File: src/rtl/seq_pp_multiplier.sv
// seq_pp_multiplier: sequential shift-and-add multiplier, unsigned or two's-complement.
// The operands are converted to sign and magnitude when they are accepted. One
// partial-product row is added per clock, and the sign is applied to the final sum.
//
// Ports:
//   clk, rst_n   clock (rising edge) and async active-low reset
//   in_valid     operand handshake, input side; in_ready is high only in IDLE
//   a, b         multiplicand and multiplier, WIDTH bits each
//   signed_mode  1: a and b are two's complement; latched on acceptance
//   out_valid    result handshake, output side; out_ready is the consumer's acknowledge
//   product      2*WIDTH-bit exact result, held while out_valid=1
//   busy         high in RUN and in DONE
module seq_pp_multiplier #(
  parameter int unsigned WIDTH      = 4,
  parameter int unsigned EARLY_EXIT = 0
) (
  input  logic               clk,
  input  logic               rst_n,
  input  logic               in_valid,
  output logic               in_ready,
  input  logic [WIDTH-1:0]   a,
  input  logic [WIDTH-1:0]   b,
  input  logic               signed_mode,
  output logic               out_valid,
  input  logic               out_ready,
  output logic [2*WIDTH-1:0] product,
  output logic               busy
);

  localparam int unsigned PW = 2 * WIDTH;
  localparam int unsigned CW = $clog2(WIDTH);
  localparam logic [CW-1:0] LAST_CNT = CW'(WIDTH - 1);

  typedef enum logic [1:0] {S_IDLE, S_RUN, S_DONE} state_t;

  state_t           r_state;
  logic [CW-1:0]    r_cnt;
  logic [PW-1:0]    r_acc;
  logic [PW-1:0]    r_mcand;     // multiplicand magnitude, pre-shifted to the current row
  logic [WIDTH-1:0] r_mb;        // remaining multiplier bits, LSB is the current row
  logic             r_neg;
  logic [PW-1:0]    r_product;
  logic             r_in_ready;
  logic             r_out_valid;
  logic             r_busy;

  logic             w_a_neg;
  logic             w_b_neg;
  logic [WIDTH-1:0] w_ma;
  logic [WIDTH-1:0] w_mb;
  logic [PW-1:0]    w_acc_next;
  logic [PW-1:0]    w_result;
  logic             w_last;

  // Sign/magnitude split. The magnitude of -2^(WIDTH-1) still fits in WIDTH unsigned bits.
  assign w_a_neg = signed_mode & a[WIDTH-1];
  assign w_b_neg = signed_mode & b[WIDTH-1];
  assign w_ma    = w_a_neg ? (~a + WIDTH'(1)) : a;
  assign w_mb    = w_b_neg ? (~b + WIDTH'(1)) : b;

  // Add the current partial-product row. Stop on the last row, or, with early exit,
  // stop once no set multiplier bits remain above the current row.
  assign w_acc_next = r_mb[0] ? (r_acc + r_mcand) : r_acc;
  assign w_last     = (r_cnt == LAST_CNT) ||
                      ((EARLY_EXIT != 0) && (r_mb[WIDTH-1:1] == '0));
  // Negate only a non-zero sum, so a zero result never carries a sign.
  assign w_result   = (r_neg && (w_acc_next != '0)) ? (~w_acc_next + PW'(1)) : w_acc_next;

  // Control FSM and datapath registers.
  always_ff @(posedge clk or negedge rst_n) begin
    if (!rst_n) begin
      r_state     <= S_IDLE;
      r_cnt       <= '0;
      r_acc       <= '0;
      r_mcand     <= '0;
      r_mb        <= '0;
      r_neg       <= 1'b0;
      r_product   <= '0;
      r_in_ready  <= 1'b1;
      r_out_valid <= 1'b0;
      r_busy      <= 1'b0;
    end else begin
      case (r_state)
        S_IDLE: begin
          if (in_valid) begin
            r_mcand    <= {WIDTH'(0), w_ma};
            r_mb       <= w_mb;
            r_neg      <= signed_mode & (a[WIDTH-1] ^ b[WIDTH-1]);
            r_acc      <= '0;
            r_cnt      <= '0;
            r_state    <= S_RUN;
            r_in_ready <= 1'b0;
            r_busy     <= 1'b1;
          end
        end
        S_RUN: begin
          r_acc   <= w_acc_next;
          r_mcand <= r_mcand << 1;
          r_mb    <= r_mb >> 1;
          r_cnt   <= r_cnt + CW'(1);
          if (w_last) begin
            r_product   <= w_result;
            r_out_valid <= 1'b1;
            r_state     <= S_DONE;
          end
        end
        S_DONE: begin
          if (out_ready) begin
            r_out_valid <= 1'b0;
            r_in_ready  <= 1'b1;
            r_busy      <= 1'b0;
            r_state     <= S_IDLE;
          end
        end
        default: begin
          r_state     <= S_IDLE;
          r_in_ready  <= 1'b1;
          r_out_valid <= 1'b0;
          r_busy      <= 1'b0;
        end
      endcase
    end
  end

  assign in_ready  = r_in_ready;
  assign out_valid = r_out_valid;
  assign product   = r_product;
  assign busy      = r_busy;

endmodule

File: config.mk
export PLATFORM = sky130hd
export DESIGN_NAME = seq_pp_multiplier
export DESIGN_NICKNAME = d
export VERILOG_FILES = /design/src/rtl/seq_pp_multiplier.sv
export SDC_FILE = /design/constraint.sdc
export NUM_CORES = 1
export LEC_CHECK = 0
export CAP_MARGIN = 10
export CORE_MARGIN = 10
export CORE_UTILIZATION = 40
export CTS_CLUSTER_SIZE = 30
export DETAILED_ROUTE_END_ITERATION = 12
export HOLD_SLACK_MARGIN = 0.1
export SYNTH_ARGS = -nofsm -noshare
export SYNTH_HDL_FRONTEND = slang
export SYNTH_SLANG_ARGS = --single-unit
export TNS_END_PERCENT = 30
File: constraint.sdc
create_clock -name clk -period 3.3 [get_ports clk]
set_input_delay 0.99 -clock clk [delete_from_list [all_inputs] [get_ports clk]]
set_output_delay 0.99 -clock clk [all_outputs]
set_load 0.02 [all_outputs]
==> flow_summary_export.csv, run 1 <==
group,metric,value,unit
synth,ys_seq_area_share,41.5,%
run_status,status,"finished, final reports clean",
timing,tightest_slew,0.727,ns
worst_setup_path,regToRegSetupSlack,0.48,ns
job,maxCapViolCount,0,
timing,finalSetupViolCount,0,
timing,setup_slack,0.480,ns
detailed_routing,antenna_left,0,
clock_tree,ctsHoldBuffers,0,
synth,synth_nets,269,
pwr,p_per_area,938,mW/mm^2
min_path,hp-start,"product[4]$_DFFE_PN0P_",
timing,final-hold-violation-count,0,
grt,grt_pass1_vias,1751,
synth,ys_dominant_reg_cell,"dfrtp_1",
synth,synth_top_area_share,40.3,%
die,dieArea,0.00878,sq mm
die,start_util,42.0,%
pwr,power_leakage,1.15,nW
detailed_routing,via_per_inst,5.28,
cells_and_area,n_antenna_cell,0,
synth,synth.cell_area,0.00217,sq mm
clock_tree,cts.sinks,36,
cells_and_area,nNetsFinal,291,
grt,grt-ovfl-total,0,
die,io_pins,24,
timing,maxSlewHeadroom,51.5,%
timing,rsz0062_at_grt,"false",
clock_tree,clk_path_buf_depth,2,
die,die_y,93.7,microns
clock_tree,post_cts_buffers,0,
pwr,pwr-share-clk,17.4,%
placement,dp.cells,329,
detailed_routing,drt_wl_total,4760,microns
worst_setup_path,worstPathRequired,3.47,ns
worst_setup_path,reg2reg_from,"r_acc[0]$_DFFE_PN0P_",
grt,gr-usage-all-layers,11.4,%
synth,synthArstFlopShare,100,%
die,core-area,0.00517,sq mm
timing,finalCriticalPeriod,2.82,ns
synth,synth_edf_count,0,
pwr,p_sw,1.03,mW
placement,place_hpwl,3490,microns
synth,synth-xor-area-share,4.43,%
clock_tree,tritoncts,"built",
synth,synthTopCellsByCount,"38 x nand2_1, 35 x dfrtp_1, 31 x o21ai_0, 13 x nand3_1, 13 x nor2_1",
die,die_w,93.7,microns
cells_and_area,final_cells,337,
worst_setup_path,crit_path_end_kind,"flip-flop",
detailed_routing,drc_errors,0,
cells_and_area,finalInstanceArea,0.00259,sq mm
grt,grt_pass1_wl,8270,microns
detailed_routing,vias,1780,
synth,netlist.top_cell.by_area,"dfrtp_1",
worst_setup_path,r2r-end,"product[3]$_DFFE_PN0P_",
clock_tree,numCtsBuffers,5,
synth,synthAdderAreaFrac,7.25,%
worst_setup_path,cp_max_fo,4,
die,rows,26,
worst_setup_path,start_kind,"flip-flop",
min_path,hold_class,"reg -> reg",
worst_setup_path,worst_r2r_path_depth,9,
synth,avgSynthCellArea,8.91,sq um
worst_setup_path,slowest_stage,"nor4_1",
placement,place_area,0.00247,sq mm
synth,syn_inst,244,
timing,fmax,355,MHz
timing,period_share,85.4,%
clock_tree,clock_latency,0.28,ns
timing,drv_slew,0,
synth,synth_most_common_cell,"nand2_1",
synth,synth_compound_area_share,20.7,%
worst_setup_path,path_class,"reg -> reg",
detailed_routing,drt_pass1_iterations,4,
placement,pre_cts_ws,0.500,ns
pwr,combPwrFrac,50.5,%
placement,io_buffers,23,
worst_setup_path,cp_data_arrival_time,2.99,ns
synth,ys_types,47,
detailed_routing,wl_per_cell,14.1,microns
worst_setup_path,crit_cells,9,
grt,antenna_found_initial,0,
pwr,p_sw_share,42.5,%
worst_setup_path,cpPeakStageDelay,0.47,ns
worst_setup_path,worst_path_most_repeated_cell,"a211oi_1",
pwr,p_int,1.40,mW
timing,clock-skew-final,0.00591,ns
clock_tree,clkTransAtPathRegs,0.08,ns
pwr,pwr-share-seq,32.2,%
min_path,min_to,"product[4]$_DFFE_PN0P_",
cells_and_area,multiInputGateArea,0.00118,sq mm
synth,ys_warn_count,0,
pwr,vdd_ir_drop_max,0.556,mV
timing,tns,0,ns
grt,grt_max_degree,37,
cells_and_area,regArea,902,sq um
synth,synth_top_family_by_area,"compound AO/OA/AOI/OAI gates",
placement,gp_congestion,0.847,
worst_setup_path,crit_buf_inv,0,
worst_setup_path,cp_top_family,"compound AO/OA/AOI/OAI gates",
min_path,hold_path_depth,2,
clock_tree,cts_resized,0,
detailed_routing,first_iter_violations,82,
synth,ys_seq_elements,36,
synth,muxShareOfSynthArea,3.05,%
cells_and_area,syn2layout_area_growth,19.3,%
synth,post_synth_and_or_nand_nor_area_fraction,18.9,%
worst_setup_path,cp_cell_sequence,"ha_1 > fa_1 > a211oi_1 > nor3b_1 > o21ai_0 > a211oi_1 > nor4_1 > nand2_1 > a221o_1",
synth,yosys-top-cells-area,"dfrtp_1 40%, o21ai_0 7.1%, nand2_1 6.6%",
clock_tree,clockRootBuffer,"clkbuf_8",
cells_and_area,drive_gt1_share,7.49,%
clock_tree,h-tree-depth,2,
cells_and_area,fillers,491,
-- power by group through the flow --
stage | Clock [mW] | Sequential [mW] | Combinational (mW)
after floorplan | 0 | 0.772 | 0.890
after global placement | 0 | 0.787 | 1.22
after detailed placement | 0 | 0.790 | 1.24
after CTS | 0.433 | 0.784 | 1.24
after global routing | 0.457 | 0.813 | 1.39
final | 0.423 | 0.782 | 1.23
-- through the flow --
stage                     hold slack (ns)  utilization [%]  total power, mW
after floorplan                     0.451                -             1.66
after global placement              0.463             47.7             2.01
after detailed placement            0.474             47.7             2.03
after CTS                           0.491             50.1             2.46
after global routing                0.510             50.1             2.66
final                               0.480             50.1             2.43
-- metal layers --
metal,part of all wire [%],GRT usage [%]
met1,50,15.1
met2,45,17.7
met3,3.8,3.12
met4,0.65,3.54
met5,0,0
-- kinds of logic after synthesis --
kind of cell,count (synthesis)
buffers and inverters,22
adder cells (fa/ha/maj),12
AND/OR/NAND/NOR,87
flip-flops,36
AO/OA/AOI/OAI,70
XOR/XNOR,11
multiplexers,6
-- worst max path at each step --
stage / startpoint / endpoint / slack [ns]
after global routing: r_acc[0]$_DFFE_PN0P_ / product[3]$_DFFE_PN0P_ / 0.08
final: r_acc[0]$_DFFE_PN0P_ / product[3]$_DFFE_PN0P_ / 0.48
after floorplan: r_acc[0]$_DFFE_PN0P_ / product[7]$_DFFE_PN0P_ / 0.70
after detailed placement: r_acc[0]$_DFFE_PN0P_ / product[3]$_DFFE_PN0P_ / 0.50
after CTS: r_acc[0]$_DFFE_PN0P_ / product[3]$_DFFE_PN0P_ / 0.48
after global placement: r_acc[0]$_DFFE_PN0P_ / product[3]$_DFFE_PN0P_ / 0.55
-- worst register-to-register path, cell delays in order, from the launching register on --
cell      delay (ns)
dfrtp_1         0.40
ha_1            0.24
fa_1            0.41
a211oi_1        0.28
nor3b_1         0.11
o21ai_0         0.16
a211oi_1        0.15
nor4_1          0.47
nand2_1         0.17
a221o_1         0.32
-- layout by cell type (no fill, tap or decap), drive strengths merged, types with 2 or more instances in the layout --
| master | count |
|---|---|
| nand2 | 38 |
| dfrtp | 35 |
| o21ai | 31 |
| clkdlybuf4s50 | 23 |
| nor2 | 13 |
| nand3 | 13 |
| ha | 11 |
| inv | 10 |
| a21oi | 9 |
| xnor2 | 9 |
| clkbuf | 7 |
| a211oi | 5 |
| mux2i | 4 |
| nor3 | 4 |
| o31ai | 4 |
| buf | 4 |
| nor2b | 3 |
| nand2b | 3 |
| a22oi | 3 |
| a21o | 3 |
| and3 | 3 |
| a31oi | 3 |
| nor3b | 2 |
| xor2 | 2 |
| or2 | 2 |
| a211o | 2 |
| mux2 | 2 |
-- state kept, by name, summed over array words and instances (netlist names) --
register and count:
r_acc 8, r_mcand 8, r_state 2, busy 1, r_neg 1, r_mb 4
in_ready 1, product 8, r_cnt 2, out_valid 1
-- final cells by class --
type | instances | share of cell area [%]
clock inverter | 1 | 1.16
multi-input combinational | 186 | 45.5
inverter | 10 | 1.45
clock buffer | 7 | 3.71
timing repair buffer | 27 | 10.0
tap | 70 | 3.38
sequential | 36 | 34.8
Power figures use the tool's default switching activity.
==> run 2: changes to the inputs <==
TNS_END_PERCENT = 10   (was 30)
==> results of run 2 <==
No change in the layout: final DEF, timing and power equal those of run 1.
